`src/rtl/ar_remap_pkg.sv`:
```
// Shared types for the AR ID remap queue: the per-entry struct and the pointer-width helper.
package ar_remap_pkg;

    localparam int AR_ID_W    = 4;
    localparam int AR_ADDR_W  = 32;
    localparam int AR_LEN_W   = 8;
    localparam int AR_SIZE_W  = 3;
    localparam int AR_BURST_W = 2;
    localparam int AR_QOS_W   = 4;

    typedef struct packed {
        logic [AR_ID_W-1:0]    orig_id;
        logic [AR_ID_W-1:0]    uid;
        logic [AR_ADDR_W-1:0]  addr;
        logic [AR_LEN_W-1:0]   len;
        logic [AR_SIZE_W-1:0]  size;
        logic [AR_BURST_W-1:0] burst;
        logic [AR_QOS_W-1:0]   qos;
    } ar_entry_t;

    // Index bits plus one wrap bit.
    function automatic int ptr_width(input int depth);
        return $clog2(depth) + 1;
    endfunction

endpackage

```
`src/rtl/ar_if.sv`:
```
// AR channel bundle used on both sides of the remap queue.
interface ar_if #(
    parameter int ID_WIDTH    = 4,
    parameter int ADDR_WIDTH  = 32,
    parameter int LEN_WIDTH   = 8,
    parameter int SIZE_WIDTH  = 3,
    parameter int BURST_WIDTH = 2,
    parameter int QOS_WIDTH   = 4
);
    logic                   valid;
    logic                   ready;
    logic [ID_WIDTH-1:0]    id;
    logic [ADDR_WIDTH-1:0]  addr;
    logic [LEN_WIDTH-1:0]   len;
    logic [SIZE_WIDTH-1:0]  size;
    logic [BURST_WIDTH-1:0] burst;
    logic [QOS_WIDTH-1:0]   qos;

    modport sender   (output valid, id, addr, len, size, burst, qos, input  ready);
    modport receiver (input  valid, id, addr, len, size, burst, qos, output ready);
endinterface

```
`src/rtl/ar_remap_ptr.sv`:
```
// Wrap-bit queue pointer with increment enable; wraps naturally modulo 2*DEPTH.
module ar_remap_ptr #(
    parameter int PW = 3
) (
    input  logic          clk,
    input  logic          rst,
    input  logic          inc_i,
    output logic [PW-1:0] ptr_o
);
    logic [PW-1:0] ptr_q;
    logic [PW-1:0] ptr_d;

    // Next pointer value.
    always_comb begin
        if (inc_i) begin
            ptr_d = ptr_q + PW'(1);
        end else begin
            ptr_d = ptr_q;
        end
    end

    // Pointer register.
    always_ff @(posedge clk) begin
        if (rst) begin
            ptr_q <= '0;
        end else begin
            ptr_q <= ptr_d;
        end
    end

    assign ptr_o = ptr_q;
endmodule

```
`src/rtl/ar_id_remap_queue.sv`:
```
// Multi-outstanding AR queue that swaps each request ID for an allocator-granted unique ID in order.
// Optional stall counters are enabled by defining AR_ID_REMAP_QUEUE_PERF_EN.
module ar_id_remap_queue
    import ar_remap_pkg::*;
#(
    parameter int ID_WIDTH    = AR_ID_W,
    parameter int ADDR_WIDTH  = AR_ADDR_W,
    parameter int LEN_WIDTH   = AR_LEN_W,
    parameter int SIZE_WIDTH  = AR_SIZE_W,
    parameter int BURST_WIDTH = AR_BURST_W,
    parameter int QOS_WIDTH   = AR_QOS_W,
    parameter int DEPTH       = 4
) (
    input  logic                   clk,
    input  logic                   rst,
    ar_if.receiver                 ar_in,
    ar_if.sender                   ar_out,
    output logic                   alloc_req,
    input  logic                   alloc_gnt,
    output logic [ID_WIDTH-1:0]    alloc_in_id,
    input  logic [ID_WIDTH-1:0]    unique_id,
    input  logic                   tag_map_full,
`ifdef AR_ID_REMAP_QUEUE_PERF_EN
    output logic [31:0]            stall_full_cnt,
    output logic [31:0]            stall_alloc_cnt,
`endif
    output logic [$clog2(DEPTH):0] occupancy
);
    localparam int PW = ptr_width(DEPTH);
    localparam int IW = PW - 1;

    logic [PW-1:0] wr_ptr_s;
    logic [PW-1:0] al_ptr_s;
    logic [PW-1:0] rd_ptr_s;
    logic          full_s;
    logic          hs_in_s;
    logic          grant_s;
    logic          hs_out_s;

    ar_entry_t mem_q [DEPTH];
    ar_entry_t mem_d [DEPTH];

    // Full when only the wrap bits differ.
    assign full_s   = (wr_ptr_s[PW-1] != rd_ptr_s[PW-1]) && (wr_ptr_s[IW-1:0] == rd_ptr_s[IW-1:0]);
    assign hs_in_s  = ar_in.valid & ar_in.ready;
    assign grant_s  = alloc_req & alloc_gnt;
    assign hs_out_s = ar_out.valid & ar_out.ready;

    ar_remap_ptr #(.PW(PW)) u_wr_ptr (.clk(clk), .rst(rst), .inc_i(hs_in_s),  .ptr_o(wr_ptr_s));
    ar_remap_ptr #(.PW(PW)) u_al_ptr (.clk(clk), .rst(rst), .inc_i(grant_s),  .ptr_o(al_ptr_s));
    ar_remap_ptr #(.PW(PW)) u_rd_ptr (.clk(clk), .rst(rst), .inc_i(hs_out_s), .ptr_o(rd_ptr_s));

    // Entry write at wr_ptr and UID write at al_ptr never hit the same slot in one cycle.
    always_comb begin
        mem_d = mem_q;
        if (hs_in_s) begin
            mem_d[wr_ptr_s[IW-1:0]] = '{orig_id: ar_in.id,   uid:   '0,
                                       addr:    ar_in.addr, len:   ar_in.len,
                                       size:    ar_in.size, burst: ar_in.burst,
                                       qos:     ar_in.qos};
        end else begin
            mem_d[wr_ptr_s[IW-1:0]] = mem_q[wr_ptr_s[IW-1:0]];
        end
        if (grant_s) begin
            mem_d[al_ptr_s[IW-1:0]].uid = unique_id;
        end else begin
            mem_d[al_ptr_s[IW-1:0]].uid = mem_q[al_ptr_s[IW-1:0]].uid;
        end
    end

    // Entry storage, cleared on reset.
    always_ff @(posedge clk) begin
        if (rst) begin
            mem_q <= '{default: '0};
        end else begin
            mem_q <= mem_d;
        end
    end

    assign ar_in.ready  = ~full_s & ~tag_map_full;
    assign alloc_req    = (al_ptr_s != wr_ptr_s);
    assign alloc_in_id  = mem_q[al_ptr_s[IW-1:0]].orig_id;
    assign ar_out.valid = (rd_ptr_s != al_ptr_s);
    assign ar_out.id    = mem_q[rd_ptr_s[IW-1:0]].uid;
    assign ar_out.addr  = mem_q[rd_ptr_s[IW-1:0]].addr;
    assign ar_out.len   = mem_q[rd_ptr_s[IW-1:0]].len;
    assign ar_out.size  = mem_q[rd_ptr_s[IW-1:0]].size;
    assign ar_out.burst = mem_q[rd_ptr_s[IW-1:0]].burst;
    assign ar_out.qos   = mem_q[rd_ptr_s[IW-1:0]].qos;
    assign occupancy    = wr_ptr_s - rd_ptr_s;

`ifdef AR_ID_REMAP_QUEUE_PERF_EN
    logic [31:0] stall_full_cnt_q;
    logic [31:0] stall_alloc_cnt_q;

    // Saturating stall counters.
    always_ff @(posedge clk) begin
        if (rst) begin
            stall_full_cnt_q  <= 32'd0;
            stall_alloc_cnt_q <= 32'd0;
        end else begin
            if (ar_in.valid && full_s && (stall_full_cnt_q != 32'hFFFF_FFFF)) begin
                stall_full_cnt_q <= stall_full_cnt_q + 32'd1;
            end else begin
                stall_full_cnt_q <= stall_full_cnt_q;
            end
            if (alloc_req && !alloc_gnt && (stall_alloc_cnt_q != 32'hFFFF_FFFF)) begin
                stall_alloc_cnt_q <= stall_alloc_cnt_q + 32'd1;
            end else begin
                stall_alloc_cnt_q <= stall_alloc_cnt_q;
            end
        end
    end

    assign stall_full_cnt  = stall_full_cnt_q;
    assign stall_alloc_cnt = stall_alloc_cnt_q;
`endif
endmodule

```
`src/flat_wrapper.sv`:
```
// flat-port wrapper written by rule: the top's interface ports become plain ports
module ar_id_remap_queue_flat import ar_remap_pkg::*;
#(
    parameter int ID_WIDTH    = AR_ID_W,
    parameter int ADDR_WIDTH  = AR_ADDR_W,
    parameter int LEN_WIDTH   = AR_LEN_W,
    parameter int SIZE_WIDTH  = AR_SIZE_W,
    parameter int BURST_WIDTH = AR_BURST_W,
    parameter int QOS_WIDTH   = AR_QOS_W,
    parameter int DEPTH       = 4
)
  (clk, rst, alloc_req, alloc_gnt, alloc_in_id, unique_id, tag_map_full, occupancy, ar_in_valid, ar_in_id, ar_in_addr, ar_in_len, ar_in_size, ar_in_burst, ar_in_qos, ar_in_ready, ar_out_valid, ar_out_id, ar_out_addr, ar_out_len, ar_out_size, ar_out_burst, ar_out_qos, ar_out_ready);
  ar_if #(.ID_WIDTH(ID_WIDTH), .ADDR_WIDTH(ADDR_WIDTH), .LEN_WIDTH(LEN_WIDTH), .SIZE_WIDTH(SIZE_WIDTH), .BURST_WIDTH(BURST_WIDTH), .QOS_WIDTH(QOS_WIDTH)) ar_in_i ();
  ar_if #(.ID_WIDTH(ID_WIDTH), .ADDR_WIDTH(ADDR_WIDTH), .LEN_WIDTH(LEN_WIDTH), .SIZE_WIDTH(SIZE_WIDTH), .BURST_WIDTH(BURST_WIDTH), .QOS_WIDTH(QOS_WIDTH)) ar_out_i ();
  input  logic clk;
  input  logic rst;
  output logic alloc_req;
  input  logic alloc_gnt;
  output logic [ID_WIDTH-1:0] alloc_in_id;
  input  logic [ID_WIDTH-1:0] unique_id;
  input  logic tag_map_full;
  output logic [$clog2(DEPTH):0] occupancy;
  input wire logic [$bits(ar_in_i.valid)-1:0] ar_in_valid;
  input wire logic [$bits(ar_in_i.id)-1:0] ar_in_id;
  input wire logic [$bits(ar_in_i.addr)-1:0] ar_in_addr;
  input wire logic [$bits(ar_in_i.len)-1:0] ar_in_len;
  input wire logic [$bits(ar_in_i.size)-1:0] ar_in_size;
  input wire logic [$bits(ar_in_i.burst)-1:0] ar_in_burst;
  input wire logic [$bits(ar_in_i.qos)-1:0] ar_in_qos;
  output wire logic [$bits(ar_in_i.ready)-1:0] ar_in_ready;
  output wire logic [$bits(ar_out_i.valid)-1:0] ar_out_valid;
  output wire logic [$bits(ar_out_i.id)-1:0] ar_out_id;
  output wire logic [$bits(ar_out_i.addr)-1:0] ar_out_addr;
  output wire logic [$bits(ar_out_i.len)-1:0] ar_out_len;
  output wire logic [$bits(ar_out_i.size)-1:0] ar_out_size;
  output wire logic [$bits(ar_out_i.burst)-1:0] ar_out_burst;
  output wire logic [$bits(ar_out_i.qos)-1:0] ar_out_qos;
  input wire logic [$bits(ar_out_i.ready)-1:0] ar_out_ready;
  assign ar_in_i.valid = ar_in_valid;
  assign ar_in_i.id = ar_in_id;
  assign ar_in_i.addr = ar_in_addr;
  assign ar_in_i.len = ar_in_len;
  assign ar_in_i.size = ar_in_size;
  assign ar_in_i.burst = ar_in_burst;
  assign ar_in_i.qos = ar_in_qos;
  assign ar_in_ready = ar_in_i.ready;
  assign ar_out_valid = ar_out_i.valid;
  assign ar_out_id = ar_out_i.id;
  assign ar_out_addr = ar_out_i.addr;
  assign ar_out_len = ar_out_i.len;
  assign ar_out_size = ar_out_i.size;
  assign ar_out_burst = ar_out_i.burst;
  assign ar_out_qos = ar_out_i.qos;
  assign ar_out_i.ready = ar_out_ready;
  ar_id_remap_queue #(.ID_WIDTH(ID_WIDTH), .ADDR_WIDTH(ADDR_WIDTH), .LEN_WIDTH(LEN_WIDTH), .SIZE_WIDTH(SIZE_WIDTH), .BURST_WIDTH(BURST_WIDTH), .QOS_WIDTH(QOS_WIDTH), .DEPTH(DEPTH)) u_core (.clk(clk), .rst(rst), .ar_in(ar_in_i), .ar_out(ar_out_i), .alloc_req(alloc_req), .alloc_gnt(alloc_gnt), .alloc_in_id(alloc_in_id), .unique_id(unique_id), .tag_map_full(tag_map_full), .occupancy(occupancy));
endmodule
```
`config.mk`:
```
export PLATFORM = sky130hd
export DESIGN_NAME = ar_id_remap_queue_flat
export DESIGN_NICKNAME = d
export VERILOG_FILES = /design/src/rtl/ar_remap_pkg.sv /design/src/rtl/ar_if.sv /design/src/rtl/ar_remap_ptr.sv /design/src/rtl/ar_id_remap_queue.sv /design/src/flat_wrapper.sv
export SDC_FILE = /design/constraint.sdc
export NUM_CORES = 1
export LEC_CHECK = 0
export CAP_MARGIN = 15
export CORE_ASPECT_RATIO = 1.25
export CORE_MARGIN = 5
export CORE_UTILIZATION = 40
export DETAILED_ROUTE_END_ITERATION = 8
export PLACE_DENSITY = 0.64
export SYNTH_ARGS = -nofsm -noshare
export SYNTH_HDL_FRONTEND = slang
export SYNTH_SLANG_ARGS = --single-unit
```
`constraint.sdc`:
```
create_clock -name clk -period 4.4 [get_ports clk]
set_input_delay 0.88 -clock clk [delete_from_list [all_inputs] [get_ports clk]]
set_output_delay 0.88 -clock clk [all_outputs]
set_load 0.01 [all_outputs]
```
After elaboration in Yosys (flattened, before gate mapping)
Index checks and enable logic that the tools add are counted.
{"block": "word_totals", "latchBits": 0, "n_memories": 0, "mem_bits_ro": 0, "output_inout_bits": 63, "input_bits": 63, "word_cells": 75, "ramBits": 0, "ff_bits": 237}
{"block": "op_classes", "n_mux": 19, "reduce_logical": 3, "multipliers": 0, "eq_ne": 4, "order_cmp": 5, "n_shift": 0, "div_mod_pow": 0, "bitwise": 9, "add_sub_neg": 4}
{"operator": "$bwmux 228", "n": 4}
{"operator": "$mux 228", "n": 2}
{"operator": "$bmux 57 s2", "n": 3}
{"operator": "$mux 57", "n": 5}
{"operator": "$demux 57 s2", "n": 2}
{"operator": "$mux 53", "n": 3}
{"operator": "$add 3x1->3 const B", "n": 3}
{"operator": "$ge 3x3->1 const B", "n": 3}
{"operator": "$not 2->3", "n": 3}
{"operator": "$lt 3x1->1 const B", "n": 2}
{"operator": "$ne 3x3->1", "n": 2}
{"operator": "$and 1x1->1", "n": 4}
{"operator": "$logic_and 1x1->1", "n": 3}
{"operator": "$sub 3x3->3", "n": 1}
{"operator": "$eq 2x2->1", "n": 1}
{"operator": "$not 1->1", "n": 2}
{"operator": "$ne 1x1->1", "n": 1}

Longest topological paths before layout
{"block": "depth", "ltp_word": 9, "depth_mapped": 11, "depth_no_buf": 5}

Modules after synthesis
A second synthesis with hierarchy kept.
{"block": "hier_totals", "hier_cells": 1120, "hier_area_um2": 10032.1}
{"mod": "ar_id_remap_queue", "cells_per_inst": 1087, "instances": 1, "seq_area_each_um2": 4564.4, "area_per_inst_um2": 9668.0}
{"mod": "ar_remap_ptr", "cells_per_inst": 11, "instances": 3, "seq_area_each_um2": 60.1, "area_per_inst_um2": 121.4}

Worst setup path after synthesis
OpenSTA, ideal clock, no wires.
{"block": "synth_timing", "path_kind": "reg2out", "start": "register u_core.u_wr_ptr.ptr_q[1] (netlist: u_core.u_wr_ptr.ptr_o[1])", "end": "output port occupancy[2]", "path_stages_with_launch": 7, "setup_slack_ps": 1581, "required_time_ps": 3520, "arrival_ps": 1939, "path_buffers": 3, "path_cell_list": "dfxtp_1 > clkbuf_1 > clkbuf_1 > buf_2 > inv_1 > fa_1 > xor2_1"}
{"block": "synth_via", "elab_chain_len": 1}
{"item": "start, declared", "line_no": "ar_remap_ptr.sv:10", "source": "logic [PW-1:0] ptr_q;"}
{"item": "start signal, assigned", "line_no": "ar_remap_ptr.sv:27", "source": "ptr_q <= ptr_d;"}
{"item": "$sub 3x3->3", "line_no": "ar_id_remap_queue.sv:90", "source": "assign occupancy = wr_ptr_s - rd_ptr_s;"}
{"item": "end, declared", "line_no": "flat_wrapper.sv:22", "source": "output logic [$clog2(DEPTH):0] occupancy;"}
No other way between the ends.

Worst setup path after layout
{"block": "layout_timing", "start": "register u_core.u_rd_ptr.ptr_q[1] (netlist: u_core.u_rd_ptr.ptr_o[1])", "end": "output port ar_out_addr[17]"}
{"block": "layout_via", "elab_chain_len": 4}
{"item": "start, declared", "line_no": "ar_remap_ptr.sv:10"}
{"item": "start signal, assigned", "line_no": "ar_remap_ptr.sv:27"}
{"item": "$not 2->3 (implied by the code)", "line_no": "ar_id_remap_queue.sv:85", "source": "assign ar_out.addr = mem_q[rd_ptr_s[IW-1:0]].addr;"}
{"item": "$bmux 57 s2", "line_no": "ar_id_remap_queue.sv:85"}
{"item": "$mux 53 (2 in a row)"}
{"item": "end, declared", "line_no": "flat_wrapper.sv:33", "source": "output wire logic [$bits(ar_out_i.addr)-1:0] ar_out_addr;"}
No other way between the ends. The select of a mux whose other input is x is not followed.

==> run metrics <==
outcome=complete, no violations; synth cell count leaders=dfxtp_1 (237), nor2_1 (224), a211oi_1 (196); fmax=277 MHz; post-detail-place hpwl=18000 µm; latest clock arrival within the worst-skew pair=0.52 ns; diode count=0; CTS buffer count=26; count of final hold-check violations=0; Post-Syn Nets=1124; Worst R2R Path Depth=6; Total Routing Usage GR=17.8%; 1st-iter DRT viols=499; Hold WS=0.491 ns; largest net degree at the start of global routing=121; Max Cap Viol=0; most frequent cell after synthesis=dfxtp_1; first-pass GRT wire length=48500 µm; DRC viols=0; CP arrival=2.73 ns; Pre-antenna DRT Iters=5; standard-cell rows=70; worst slew pin tran=0.997 ns; post_cts resized=0; Routed Antenna Nets=0; routed vias/inst=5.71; Slew Viols, Final=0; Tmin final=3.61 ns; Synth cell types=32; core area=29200 µm²; Post-CTS Setup Repair Bufs=0; Worst Setup Start Kind=flop; clock sink count=237; Die Ht=202 µm; Switch Pwr=1.76 mW; via count=8715; Rel. slew slack=33.6%; Setup-failing EPs final=0; GR Overflow Total=0; initial antenna violation count=0; Setup WS post-layout=0.794 ns; Post-Syn Area per Cell=11.2 µm²; setup TNS=0 ns; Synth Instances=1049; Gate power share=24.7%; proportion of synthesized flip-flops having asynchronous set or reset=0%; power per cell area=439 nW/µm²; Area Growth Syn to Fin=20.8%; filler instances=2568; clock network power share=35.6%; Initial Utilization=40.3%; die area=32900 µm²; Synth area leaders=dfxtp_1 (40%), mux4_2 (23%), a211oi_1 (13%); Post-Place Worst Slack=1.28 ns; Critical Path End Type=primary output; vias in the first global route=8664; sequential cell fraction of total power=39.7%; hold path cells=2; Port Buffer Count=125; sw frac=28.2%; clock skew=0.00648 ns; Synth top area share=40.4%; nets@finish=1186; htree depth=1; hold buffers post-CTS=0; cell taking the most area after synthesis=dfxtp_1; CTS tree=done; layout cells sized above 1=18.5%; VDD IR-drop max=0.000335 V; DR WL/cell=19.4 µm; Final GP Congestion=0.755; Routed WL=29600 µm; #FFs+latches synth=237; worst path required time=3.52 ns; internal power=4.48 mW; clk root buf=clkbuf_16; Setup CP Type=flop to primary output; # IOs=126; Yosys warnings=0; EDFF count, synth=0; die width=163 µm; leakage power=4.77 nW; Hold/Removal Path Class=flop to flop; crit-path max FO=24; sequential area share after synthesis=40.4%; RSZ-0062 raised after global routing=false; synthesized cell area=11800 µm²; Worst-path clk slew=0.06 ns; ys flop type=dfxtp_1; fin crit share=82.0%; Clock Path Buffers=3
-- layout make-up --
cell class	count	area [µm²]	share of cell area [%]
flip-flops and latches	237	4760	33.5
repair buffers	142	1470	10.3
well taps	396	495	3.49
inverters	9	33.8	0.238
clock buffers	37	785	5.52
clock inverters	9	100	0.705
multi-input cells	695	6560	46.2
-- metal layers --
layer | global-route usage [%] | part of all wire [%] | vias to the layer above | wire, µm
met3 | 2.42 | 5.2 | 49 | 1530
met5 | 0 | 0 | - | 0
met1 | 24.8 | 44 | 4272 | 13200
met2 | 29.1 | 48 | 245 | 14200
met4 | 5.21 | 2.5 | 0 | 739
li1 | - | - | 4149 | -
-- cells in the final DEF, fill, tap and decap left out, types with 10 or more instances in the layout --
cell type / n
dfxtp_1: 233
mux4_2: 118
clkbuf_16: 28
mux2i_1: 56
a211oi_1: 196
nand3b_1: 16
buf_4: 10
a211oi_2: 16
nor2_1: 224
clkdlybuf4s50_1: 124
o221ai_1: 16
-- stage by stage --
stage / instance area, µm² / power (mW) / utilization, % / cells
after floorplan: 11800 / 3.49 / - / 1049
after global routing: 14200 / 6.55 / 48.7 / 1525
after global placement: 13300 / 4.06 / 45.7 / 1479
after CTS: 14200 / 6.32 / 48.7 / 1525
after detailed placement: 13300 / 4.08 / 45.7 / 1479
final: 14200 / 6.24 / 48.7 / 1525
-- power by group through the flow --
stage	clock (mW)	combinational (mW)	sequential [mW]
5_1_grt	2.37	1.67	2.51
2_1_floorplan	0	1.06	2.42
4_1_cts	2.28	1.56	2.48
3_5_place_dp	0	1.56	2.52
3_3_place_gp	0	1.55	2.52
6_report	2.22	1.54	2.48
-- critical path, cell delays in order (launching register included) --
cell             delay (ns)
dfxtp_2                0.82
buf_4                  0.48
mux4_2                 0.36
clkdlybuf4s50_1        0.53
-- cells by family after synthesis --
family	after synthesis	share of synthesized area, %
XOR/XNOR	13	1.03
adder cells (fa/ha/maj)	12	1.34
AO/OA/AOI/OAI	236	16.0
multiplexers	178	28.1
AND/OR/NAND/NOR	256	8.83
flip-flops	237	40.4
buffers and inverters	117	4.27
-- path summary, 6_finish.rpt --
kind / startpoint / end / slack, ns
setup / recovery: u_core.u_rd_ptr.ptr_o[1]$_SDFFE_PP0P_ / ar_out_addr[17] / 0.79
hold / removal: flop / flop / 0.49
setup reg to reg: u_core.u_rd_ptr.ptr_o[1]$_SDFFE_PP0P_ / flop / 1.35
hold reg to reg: flop / flop / 0.49
Note: power is estimated with default switching activity, not from simulation.
==> edit: new RTL, config.mk and constraints unchanged <==
Change the package constant `AR_ADDR_W` from 32 to 64.
--- a/src/rtl/ar_remap_pkg.sv
+++ b/src/rtl/ar_remap_pkg.sv
@@ -3,5 +3,5 @@
 
     localparam int AR_ID_W    = 4;
-    localparam int AR_ADDR_W  = 32;
+    localparam int AR_ADDR_W  = 64;
     localparam int AR_LEN_W   = 8;
     localparam int AR_SIZE_W  = 3;
Ports: changed (resized ar_in_addr and ar_out_addr); port bits go from 126 to 190. The function was not compared with the original's and may differ.
==> edit against the original RTL <==
  * Setup slack worse by 0.10 ns
  * Sequential cell count is 128 higher
  * Routed wire length up 56%
  * Power rose by 52%
  * Sequential power up 52%
  * Synthesized area grew 50%
  * Final area grew 50%
  * Critical path depth did not move
  * Largest cell class unchanged
==> edit: results (changes against the original RTL) <==
timing:
  worst-slew-pin-transition_ns: 0.9310  # was 0.9966 ns
  finClkSkew_ns: 0.01188  # was 0.006483 ns
layout:
  drive_gt1_frac: 0.1656  # was 0.1851
  multi_input_area_um2: 9618  # was 6561 um2
  multi_input_cells: 1047  # was 695
  diodes: 1  # was 0
  seq_cell_count: 365  # was 237
  buffers: 216  # was 142
  ff_latch_area_um2: 7322  # was 4757 um2
  nets: 1787  # was 1186
  clock_buffer_count: 61  # was 37
  n_fill_cell: 3965  # was 2568
  buf_share: 0.1030  # was 0.1034
  clk_share: 0.06370  # was 0.06230
setup_path:
  critPathCapture: "ar_out_addr[34]"  # was ar_out_addr[17]
  path_max_fanout: 46  # was 24
  critPathArrivalTime_ns: 2.83  # was 2.73 ns
  slowest_stage: "dfxtp_4"  # was dfxtp_2
  slowest_delay_ns: 0.87  # was 0.82 ns
clock_tree:
  clk_latency_ns: 0.55  # was 0.52 ns
  numCtsBuffers: 41  # was 26
  cts_setup_buffers: 0  # unchanged
  htreeDepth: 2  # was 1
logic_synthesis:
  yosysUniqueCellTypes: 29  # was 32
  synth_area_leaders: "dfxtp_1 41%, mux4_2 23%, a211oi_1 14%, nor2_1 7.5%, mux2i_1 5.2%"  # was dfxtp_1 40%, mux4_2 23%, a211oi_1 13%, nor2_1 7.2%, mux2i_1 4.8%
  synth-seq-area-share: 0.4133  # was 0.4036
  syn_nets: 1697  # was 1124
  synth_common_cells: "365 x dfxtp_1, 352 x nor2_1, 340 x a211oi_1, 182 x mux4_2, 137 x clkbuf_1"  # was 237 x dfxtp_1, 224 x nor2_1, 196 x a211oi_1, 118 x mux4_2, 86 x clkbuf_1
placement:
  pre_cts_ws_ns: 1.242  # was 1.285 ns
  gp_congestion: 0.7549  # was 0.7554
  io_buffers: 189  # was 125
  dp_hpwl_um: 28000  # was 18000 um
pwr:
  peakVddDrop_v: 0.0003509  # was 0.0003349 V
  leakage_nw: 7.142  # was 4.766 nW
routing:
  wl_um: 46370  # was 29630 um
  via_per_inst: 5.763  # was 5.715
  drt_iter0_drc: 586  # was 499
global_route:
  first_global_vias: 13400  # was 8664
  antenna_found_initial: 1  # was 0
  grt_pass1_wl_um: 74610  # was 48450 um
  met1_usage: 0.2459  # was 0.2484
  met3_usage: 0.04023  # was 0.02418
  met2_usage: 0.3165  # was 0.2909
  track_usage: 0.1882  # was 0.1784
  grt_max_degree: 132  # was 121
run_status:
  outcome: "finished clean"  # unchanged
## edit: report_power, final
group	switching [mW]	internal, mW
registers	0.226	3.55
logic	1.09	1.22
clock network	1.37	2.05
## edit: stage by stage
step | util | cell area, um2 | hold WS [ns] | cells
global placement | 0.4527 | 19880 | 0.4778 | 2209
detailed placement | 0.4527 | 19880 | 0.4869 | 2209
global route | 0.4836 | 21230 | 0.5080 | 2282
finish | 0.4836 | 21230 | 0.4916 | 2282
CTS | 0.4836 | 21230 | 0.4944 | 2281
floorplan | - | 17680 | 0.4692 | 1590
## edit: logic make-up after synthesis
kind of cell,share of synthesized area
DFF,0.4133
muxes,0.2839
adders and majority gates,0.008916
xor gates and xnor gates,0.006440
AOI/OAI and AO/OA,0.1560
buffers and inverters,0.04557
and+or+nand+nor,0.08591
## edit: routing by layer
layer / wire length (um) / vias up
met2: 22690 / 346
met1: 19980 / 6441
met5: 0 / -
li1: - / 6296
met3: 2634 / 69
met4: 1068 / 0
